===== config.mk =====
export PLATFORM = sky130hd
export DESIGN_NAME = ascon_fsm
export DESIGN_NICKNAME = d
export VERILOG_FILES = /design/src/rtl/ascon_fsm.sv
export SDC_FILE = /design/constraint.sdc
export NUM_CORES = 1
export LEC_CHECK = 0
export BUFFER_PORTS_ARGS = -buffer_cell sky130_fd_sc_hd__buf_2
export CORE_AREA = 2 2 208 210
export DETAILED_ROUTE_END_ITERATION = 16
export DIE_AREA = 0 0 210 212
export GPL_TIMING_DRIVEN = 0
export PLACE_DENSITY_LB_ADDON = 0.1
export SKIP_LAST_GASP = 1
export SYNTH_ARGS = -nofsm -noshare
export SYNTH_HDL_FRONTEND = slang
export SYNTH_SLANG_ARGS = --single-unit

===== constraint.sdc =====
create_clock -name clock_i -period 5 [get_ports clock_i]
set_input_delay 0.5 -clock clock_i [delete_from_list [all_inputs] [get_ports clock_i]]
set_output_delay 0.5 -clock clock_i [all_outputs]
set_load 0.05 [all_outputs]

===== src/rtl/ascon_fsm.sv =====
// Ascon-128 sequencer: drives a one-round-per-cycle permutation_xor through INIT, AD, PT and FINAL.
// Latency: 12-cycle INIT, 6 cycles per AD/PT block (acceptance cycle included), 12-cycle FINAL, then DONE.
// Backpressure: block_ready_o is high only in WAIT_AD/WAIT_PT; with block_valid_i low the FSM stalls there.
// Optional abort_i port is enabled by defining ASCON_FSM_ABORT_EN.
module ascon_fsm #(
    parameter int NB_AD_BLOCKS = 1,
    parameter int NB_PT_BLOCKS = 4
) (
    input  logic         clock_i,
    input  logic         resetb_i,
    input  logic         start_i,
    input  logic [127:0] key_i,
    input  logic         block_valid_i,
    input  logic [63:0]  block_i,
`ifdef ASCON_FSM_ABORT_EN
    input  logic         abort_i,
`endif
    output logic         block_ready_o,
    output logic [3:0]   round_o,
    output logic         input_select_o,
    output logic         ena_xor_up_o,
    output logic         ena_xor_down_o,
    output logic         ena_reg_state_o,
    output logic [63:0]  data_xor_up_o,
    output logic [255:0] data_xor_down_o,
    output logic         cipher_valid_o,
    output logic         tag_valid_o,
    output logic         done_o
);

    typedef enum logic [2:0] {
        S_IDLE, S_INIT, S_WAIT_AD, S_AD, S_WAIT_PT, S_PT, S_FINAL, S_DONE
    } state_t;

    localparam logic [3:0] AD_LAST  = 4'(NB_AD_BLOCKS);
    localparam logic [3:0] PT_LAST  = 4'(NB_PT_BLOCKS);
    // Penultimate PT block carries the finalization key XOR; the last one goes straight to FINAL.
    localparam logic [3:0] PT_KEY   = 4'(NB_PT_BLOCKS - 1);
    localparam logic [3:0] RND_LAST = 4'd11;
    localparam logic [3:0] RND_DATA = 4'd6;

    state_t     state, state_d;
    logic [3:0] round_q, round_d;
    logic [3:0] ad_cnt, ad_cnt_d;
    logic [3:0] pt_cnt, pt_cnt_d;

    always_ff @(posedge clock_i or negedge resetb_i) begin
        if (!resetb_i) begin
            state   <= S_IDLE;
            round_q <= 4'd0;
            ad_cnt  <= 4'd0;
            pt_cnt  <= 4'd0;
        end
`ifdef ASCON_FSM_ABORT_EN
        else if (abort_i) begin
            state   <= S_IDLE;
            round_q <= 4'd0;
            ad_cnt  <= 4'd0;
            pt_cnt  <= 4'd0;
        end
`endif
        else begin
            state   <= state_d;
            round_q <= round_d;
            ad_cnt  <= ad_cnt_d;
            pt_cnt  <= pt_cnt_d;
        end
    end

    // The bus mirrors block_i while a message is active and is quiet in IDLE.
    assign data_xor_up_o = (state == S_IDLE) ? 64'h0 : block_i;

    always_comb begin
        state_d         = state;
        round_d         = round_q;
        ad_cnt_d        = ad_cnt;
        pt_cnt_d        = pt_cnt;
        block_ready_o   = 1'b0;
        round_o         = 4'd0;
        input_select_o  = 1'b0;
        ena_xor_up_o    = 1'b0;
        ena_xor_down_o  = 1'b0;
        ena_reg_state_o = 1'b0;
        data_xor_down_o = 256'h0;
        cipher_valid_o  = 1'b0;
        tag_valid_o     = 1'b0;
        done_o          = 1'b0;

        case (state)
            S_IDLE, S_DONE: begin
                tag_valid_o = (state == S_DONE);
                done_o      = (state == S_DONE);
                if (start_i) begin
                    state_d  = S_INIT;
                    round_d  = 4'd0;
                    ad_cnt_d = 4'd0;
                    pt_cnt_d = 4'd0;
                end
            end

            S_INIT: begin
                round_o         = round_q;
                ena_reg_state_o = 1'b1;
                input_select_o  = (round_q == 4'd0);
                if (round_q == RND_LAST) begin
                    ena_xor_down_o  = 1'b1;
                    data_xor_down_o = {128'h0, key_i};
                    state_d         = S_WAIT_AD;
                    round_d         = RND_DATA;
                end else begin
                    round_d = round_q + 4'd1;
                end
            end

            S_WAIT_AD: begin
                block_ready_o = 1'b1;
                round_o       = round_q;
                // Acceptance cycle doubles as round 6 of the block.
                if (block_valid_i) begin
                    ena_xor_up_o    = 1'b1;
                    ena_reg_state_o = 1'b1;
                    ad_cnt_d        = (ad_cnt == AD_LAST) ? ad_cnt : ad_cnt + 4'd1;
                    state_d         = S_AD;
                    round_d         = RND_DATA + 4'd1;
                end
            end

            S_AD: begin
                round_o         = round_q;
                ena_reg_state_o = 1'b1;
                if (round_q == RND_LAST) begin
                    round_d = RND_DATA;
                    if (ad_cnt == AD_LAST) begin
                        ena_xor_down_o  = 1'b1;
                        data_xor_down_o = (PT_LAST == 4'd1) ? {key_i, 127'h0, 1'b1} : 256'h1;
                        state_d         = S_WAIT_PT;
                    end else begin
                        state_d = S_WAIT_AD;
                    end
                end else begin
                    round_d = round_q + 4'd1;
                end
            end

            S_WAIT_PT: begin
                block_ready_o = 1'b1;
                round_o       = round_q;
                if (block_valid_i) begin
                    ena_xor_up_o    = 1'b1;
                    ena_reg_state_o = 1'b1;
                    cipher_valid_o  = 1'b1;
                    pt_cnt_d        = (pt_cnt == PT_LAST) ? pt_cnt : pt_cnt + 4'd1;
                    if (pt_cnt == PT_KEY) begin
                        state_d = S_FINAL;
                        round_d = 4'd0;
                    end else begin
                        state_d = S_PT;
                        round_d = RND_DATA + 4'd1;
                    end
                end
            end

            S_PT: begin
                round_o         = round_q;
                ena_reg_state_o = 1'b1;
                if (round_q == RND_LAST) begin
                    if (pt_cnt == PT_KEY) begin
                        ena_xor_down_o  = 1'b1;
                        data_xor_down_o = {key_i, 128'h0};
                    end
                    state_d = S_WAIT_PT;
                    round_d = RND_DATA;
                end else begin
                    round_d = round_q + 4'd1;
                end
            end

            S_FINAL: begin
                round_o         = round_q;
                ena_reg_state_o = 1'b1;
                ena_xor_up_o    = (round_q == 4'd0);
                if (round_q == RND_LAST) begin
                    ena_xor_down_o  = 1'b1;
                    data_xor_down_o = {128'h0, key_i};
                    state_d         = S_DONE;
                    round_d         = 4'd0;
                end else begin
                    round_d = round_q + 4'd1;
                end
            end

            default: state_d = S_IDLE;
        endcase
    end

endmodule


==> results of run 1 <==
-- kinds of logic (layout without fill, tap and decap cells) --
| kind of cell | after synthesis | count (layout) | share of synthesized area (%) |
|---|---|---|---|
| buffers and inverters | 55 | 585 | 9.47 |
| other | 0 | 1 | 0 |
| XOR/XNOR | 4 | 4 | 0.989 |
| multiplexers | 6 | 6 | 1.73 |
| AO/OA/AOI/OAI | 38 | 38 | 7.70 |
| flip-flops | 15 | 15 | 10.6 |
| AND/OR/NAND/NOR | 384 | 384 | 67.4 |
| adder cells (fa/ha/maj) | 6 | 6 | 2.12 |
-- metrics by stage --
step | area, sq um | instances | setup WS [ps] | hold slack, ps
after floorplan | 3540 | 508 | 2260 | 204
after global placement | 6860 | 1580 | 1740 | 481
after detailed placement | 6860 | 1580 | 1720 | 470
after CTS | 6940 | 1584 | 1440 | 198
after global routing | 6940 | 1584 | 1300 | 212
final | 6940 | 1585 | 1600 | 169
-- report_power, final --
group	leakage, nW	total (mW)	switching, mW	internal (mW)
Combinational	3.97	1.14	0.791	0.347
Sequential	0.192	0.208	0.0472	0.160
Clock	0.0409	0.168	0.0609	0.107
Total	4.20	1.51	0.899	0.615
-- routing by layer --
metal | track usage [%] | vias to the layer above | wire, microns
met1 | 13.1 | 2407 | 11000
li1 | - | 2645 | -
met2 | 24.1 | 313 | 15700
met3 | 2.72 | 27 | 2220
met4 | 0.807 | 0 | 215
met5 | 0 | - | 0
-- synth_stat cells, types with 2 or more instances --
library cell and count:
nor3b_1 4, nand3b_1 3, nand2_1 9, and4bb_2 2, nor2b_1 65, o21ai_0 11
a21oi_1 9, dfrtp_1 15, and2_1 255, nor2_1 13, inv_1 11, a2bb2oi_1 2
nor3_1 5, buf_2 6, nand3_1 11, nand2b_1 2, a21boi_0 3, clkbuf_1 16
mux2i_1 5, ha_1 6, xor2_1 3, buf_4 5, buf_6 13, clkbuf_2 4
and3_1 4
-- final timing paths --
path	start	to	slack, ps	cells after the start
min in group clock_i	ad_cnt[2]	ad_cnt[2]	520	1
hold reg to reg	ad_cnt[2]	ad_cnt[2]	520	1
setup / recovery	round_q[1]	data_xor_down_o[49]	1600	7
hold / removal	resetb_i	pt_cnt[0]	170	1
max in group asynchronous	resetb_i	round_q[2]	4530	1
setup reg to reg	state[1]	state[1]	2920	6
-- layout make-up --
cell class / instances / share of cell area, %
inverters: 11 / 0.595
flip-flops and latches: 15 / 5.41
well taps: 546 / 9.84
clock inverters: 1 / 0.0721
diodes: 1 / 0.0361
clock buffers: 3 / 1.08
repair buffers: 526 / 37.9
plain buffers: 44 / 4.24
multi-input cells: 438 / 40.8
-- worst max-delay path: stages (launching register included) --
cell and delay (ps):
dfrtp_1 390, ha_1 240, nand3b_1 250, a21oi_2 620
clkbuf_2 380, clkbuf_2 300, and2_1 160, buf_2 280
-- registers in the layout (all words and copies together) (netlist names) --
name,count
round_q,4
ad_cnt,4
state,3
pt_cnt,4
==> results.md, run 1 <==
* Status: completed
* Worst vdd ir at roughly 0.12 mV
* DRT iter0 DRCs at 137
* First-pass GRT wire length at 38,500 microns
* Floorplan row count at 76
* Maxcap violations at 0
* Sequential fraction of the synthesis area at 10.6%
* Synth area leader: and2_1
* CTS resizes at 0
* Die Span X at 210 microns
* Syn-to-layout area delta at 95.9%
* Max-slew headroom at ~52%
* Clock Latency Late Sink at roughly 250 ps
* Antenna viol nets, final at 0
* Post-CTS Setup Bufs at 0
* Hold Fails Final Rpt at 0
* Worst-margin pin slew at between 700 and 800 ps
* GR Util All Layers at roughly an eighth
* Die Footprint at between 40,000 and 50,000 sq um
* CP Class: reg2out
* Ys async rst share at 100%
* FILL cells at between 5,000 and 6,000
* Vias in the first global route at 5,280
* Synth top area share at roughly 45%
* H-Tree Depth at 1
* TritonCTS buffer count at 3
* Setup TNS at 0 ps
* Via count at 5,392
* Final setup fails at 0
* Drt wl/cell at 18.4 microns
* Main flop type after synthesis: dfrtp_1
* Initial antenna violation count at 13
* Worst min path class: in2async
* Syn nets at 710
* Synth Register Bits at 15
* Pre-Repair DR Iteration Count at 4
* I/O pins at about 530
* Avg Inst Size Synth at between 6 and 7 sq um
* Total grt overflow at 0
* Period utilisation layout at about two thirds
* Max Slew Vio Count at 0
* Gpl congestion at 0.767
* Mapped cell area at about 3500 sq um
* Routed wire length at approximately 29,000 microns
* Vias/cell at between 3 and 4
* Fraction of layout cells with a size suffix above 1 at 55.0%
* Mapped Cells at 508
* Multi-input logic area at 2830 sq um
* YS warnings at 0
* Critical path arrival at between 2000 and 3000 ps
* DRC errors left at 0
* Root Driver: clkbuf_16
* Critical Path RT at 4500 ps
* Starting density of the core at under 10%
* Core Util, Final at between 10% and 20%
* Main area contributors after synthesis: and2_1 45%, nor2b_1 11%, dfrtp_1 11%
* Largest net degree at the start of global routing at 16
* Commonest non-fill, non-tap cell in the layout: buf_2
* Critical path capture point type: primary output
* Hold Buf Count CTS at 0
* Critical path launch point type: register
* Clk sinks at 15
* FF/Latch Area at 375 sq um
* CTS Buffer Depth at 2
* Overall power at approximately 1.5 mW
* Clock-pin slew on the worst setup and hold paths at roughly 60 ps
* DP HPWL at around 26,000 microns
* Port Buf Inserts at between 500 and 600
* F_max at between 0.2 and 0.3 GHz
* Fin crit period at ~3400 ps
* Final setup skew at between 6 and 7 ps
* Core ar. at between 40,000 and 50,000 sq um
* Die Y at roughly 210 microns
* Max FO, Critical Path at 10
* EDFF count, synth at 0
* Netlist cell types at 51
* Leak at ~4.2 nW
* PD cells at about 220 nW/um^2
* # nets final at ~1,200
* CTS tree: yes
* Most frequent cells in the layout: 532 x buf_2, 255 x and2_1, 65 x nor2b_1
* RSZ-0062 raised after global routing: false
(Power assumes the default switching activity.)
==> inputs of run 2 (changes only) <==
--- a/config.mk
+++ b/config.mk
@@ -6,9 +6,9 @@
 export NUM_CORES = 1
 export LEC_CHECK = 0
 export BUFFER_PORTS_ARGS = -buffer_cell sky130_fd_sc_hd__buf_2
-export CORE_AREA = 2 2 208 210
+export CORE_AREA = 2 2 202 204
 export DETAILED_ROUTE_END_ITERATION = 16
-export DIE_AREA = 0 0 210 212
+export DIE_AREA = 0 0 204 206
 export GPL_TIMING_DRIVEN = 0
 export PLACE_DENSITY_LB_ADDON = 0.1
 export SKIP_LAST_GASP = 1
==> constraint.sdc (replaced) <==
create_clock -name clock_i -period 3.55 [get_ports clock_i]
set_input_delay 0.355 -clock clock_i [delete_from_list [all_inputs] [get_ports clock_i]]
set_output_delay 0.355 -clock clock_i [all_outputs]
set_load 0.05 [all_outputs]
==> run 2 against run 1 <==
  * Hold slack worse by 120 ps
  * Design area about the same
  * Critical path depth unchanged
  * Flip-flop and latch count unchanged
  * First-iteration DRC count up 34%
  * Utilization up 0.94 points
==> results.md, run 2 (synthesized netlist as in run 1, its figures left out) <==
* Worst min path class: in2async
* GR Util All Layers at roughly an eighth
* Placed cells at roughly 1,600
* CTS Buffer Depth at 2
* Hold Buf Count CTS at 0
* Gpl congestion at around 0.83
* Max incr delay on CP at roughly 480 ps
* Leak at about 4.2 nW
* Die Span X at 204 microns
* Total grt overflow at 0
* Drt wl/cell at 17.6 microns
* Critical path launch point type: register
* F_max at roughly 0.31 GHz
* Max-slew headroom at between 50% and 60%
* Syn-to-layout area delta at 95.9%
* Routed wire length at between 20,000 and 30,000 microns
* Critical path capture point type: primary output
* Die Y at just over 200 microns
* Pre-CTS WS at between 200 and 250 ps
* Status: completed
* Worst vdd ir at 0.194 mV
* Initial antenna violation count at 11
* Root Driver: clkbuf_16
* H-Tree Depth at 1
* RSZ-0062 raised after global routing: false
* Worst setup margin at between 300 and 400 ps
* Critical-path top delay cell: a21oi_4
* Largest net degree at the start of global routing at 16
* Reg2reg start: state[1]
* Fraction of layout cells with a size suffix above 1 at between 50% and 60%
* Vias in the first global route at about 5,200
* Critical path depth in cells at 7
* Overall power at ~2.1 mW
* DRT iter0 DRCs at approximately 180
* PD cells at between 300 and 400 nW/um^2
* Commonest non-fill, non-tap cell in the layout: buf_2
* Clock Latency Late Sink at roughly 250 ps
* TritonCTS buffer count at 3
* Max Slew Vio Count at 0
* Maxcap violations at 0
* R2R cell count at 6
* Max FO, Critical Path at 10
* CP Class: reg2out
* Clk sinks at 15
* Final setup skew at 2.47 ps
* Crit path capture: data_xor_down_o[64]
* Post-route cell area at ~6900 sq um
* DRC errors left at 0
* Final setup fails at 0
* Period utilisation layout at between 90% and 100%
* Antenna viol nets, final at 0
* Critical Path RT at ~3200 ps
* CTS tree: yes
* Port Buf Inserts at 526
* Core ar. at around 40,000 sq um
* Vias/cell at about 3.4
* Floorplan row count at 74
* Via count at approximately 5,400
* Fin crit period at between 3000 and 4000 ps
* First-pass GRT wire length at about 37,000 microns
* DP HPWL at between 20,000 and 25,000 microns
* Core Util, Final at 17.3%
* R2r endpoint: state[1]
* Setup TNS at 0 ps
* Pre-Repair DR Iteration Count at 4
* Starting density of the core at between 8 and 9%
* Crit-path leading delay family: buffers and inverters
* Largest regs: ad_cnt x4, pt_cnt x4, round_q x4
* Clock-pin slew on the worst setup and hold paths at 60 ps
* Reg2reg setup slack at 1500 ps
* Post-DP Area at about 7000 sq um
* WP buf/inv at 3
* Most frequent cells in the layout: 532 x buf_2, 255 x and2_1, 65 x nor2b_1
* Worst hold slack at 49.9 ps
* Critical Path Source: round_q[0]
* Critical path arrival at around 2900 ps
* # nets final at between 1,000 and 1,500
* Worst-margin pin slew at around 650 ps
* I/O pins at between 500 and 600
* Non-Filler Instances at 1,574
* Hold Fails Final Rpt at 0
* Die Footprint at around 42,000 sq um
* Crit path cell chain: ha_1, nand3b_1, a21oi_4, clkbuf_2, clkbuf_2, and2_1, buf_2
* CP most frequent cell: clkbuf_2
-- run 2: cell count changes in the layout (fill, tap and decap cells not counted) --
cell,delta
a21oi_2,-1
a21oi_4,+1
diode_2,+3
-- run 2: where the power goes --
part           switching, mW  total, mW  internal [mW]
logic                   1.10       1.59          0.490
registers             0.0687      0.295          0.226
clock network         0.0827      0.234          0.151
total                   1.25       2.12          0.867
-- run 2: routing by layer --
layer	part of all wire, %	track usage [%]	vias to the layer above
met5	0	0	-
met4	0.49	0.699	0
met3	7.2	2.35	20
met2	53	23.6	284
met1	39	13.8	2430
li1	-	-	2649
-- run 2: cell type report --
| cell class | instances | area [sq um] |
|---|---|---|
| antenna | 4 | 10.0 |
| multi-input combinational | 438 | 2840 |
| buffer | 44 | 294 |
| timing repair buffer | 526 | 2630 |
| clock inverter | 1 | 5.00 |
| fill | 4788 | 33200 |
| clock buffer | 3 | 75.1 |
| inverter | 11 | 41.3 |
| sequential | 15 | 375 |
| tap | 532 | 666 |
-- run 2: worst min path at each step --
| stage | from | end | slack (ps) | cells after the start |
|---|---|---|---|---|
| final | resetb_i | pt_cnt[0] | 50 | 1 |
| after global routing | resetb_i | ad_cnt[0] | 70 | 1 |
| after CTS | resetb_i | pt_cnt[0] | 60 | 1 |
| after detailed placement | resetb_i | pt_cnt[0] | 340 | 1 |
| after global placement | resetb_i | pt_cnt[0] | 330 | 1 |
| after floorplan | resetb_i | ad_cnt[0] | 60 | 0 |
-- run 2: worst reg2reg max path, cell delays in order (launching register included) --
cell and delay, ps:
dfrtp_1 330, buf_2 200, buf_4 200, buf_2 270
nor4bb_1 570, o21ai_0 150, o22a_1 220
-- run 2: timing repair --
action	in CTS	in global routing
buffers inserted	0	0
endpoints found under the setup margin	4	0
resized for setup	1	0
hold endpoints to repair	0	0
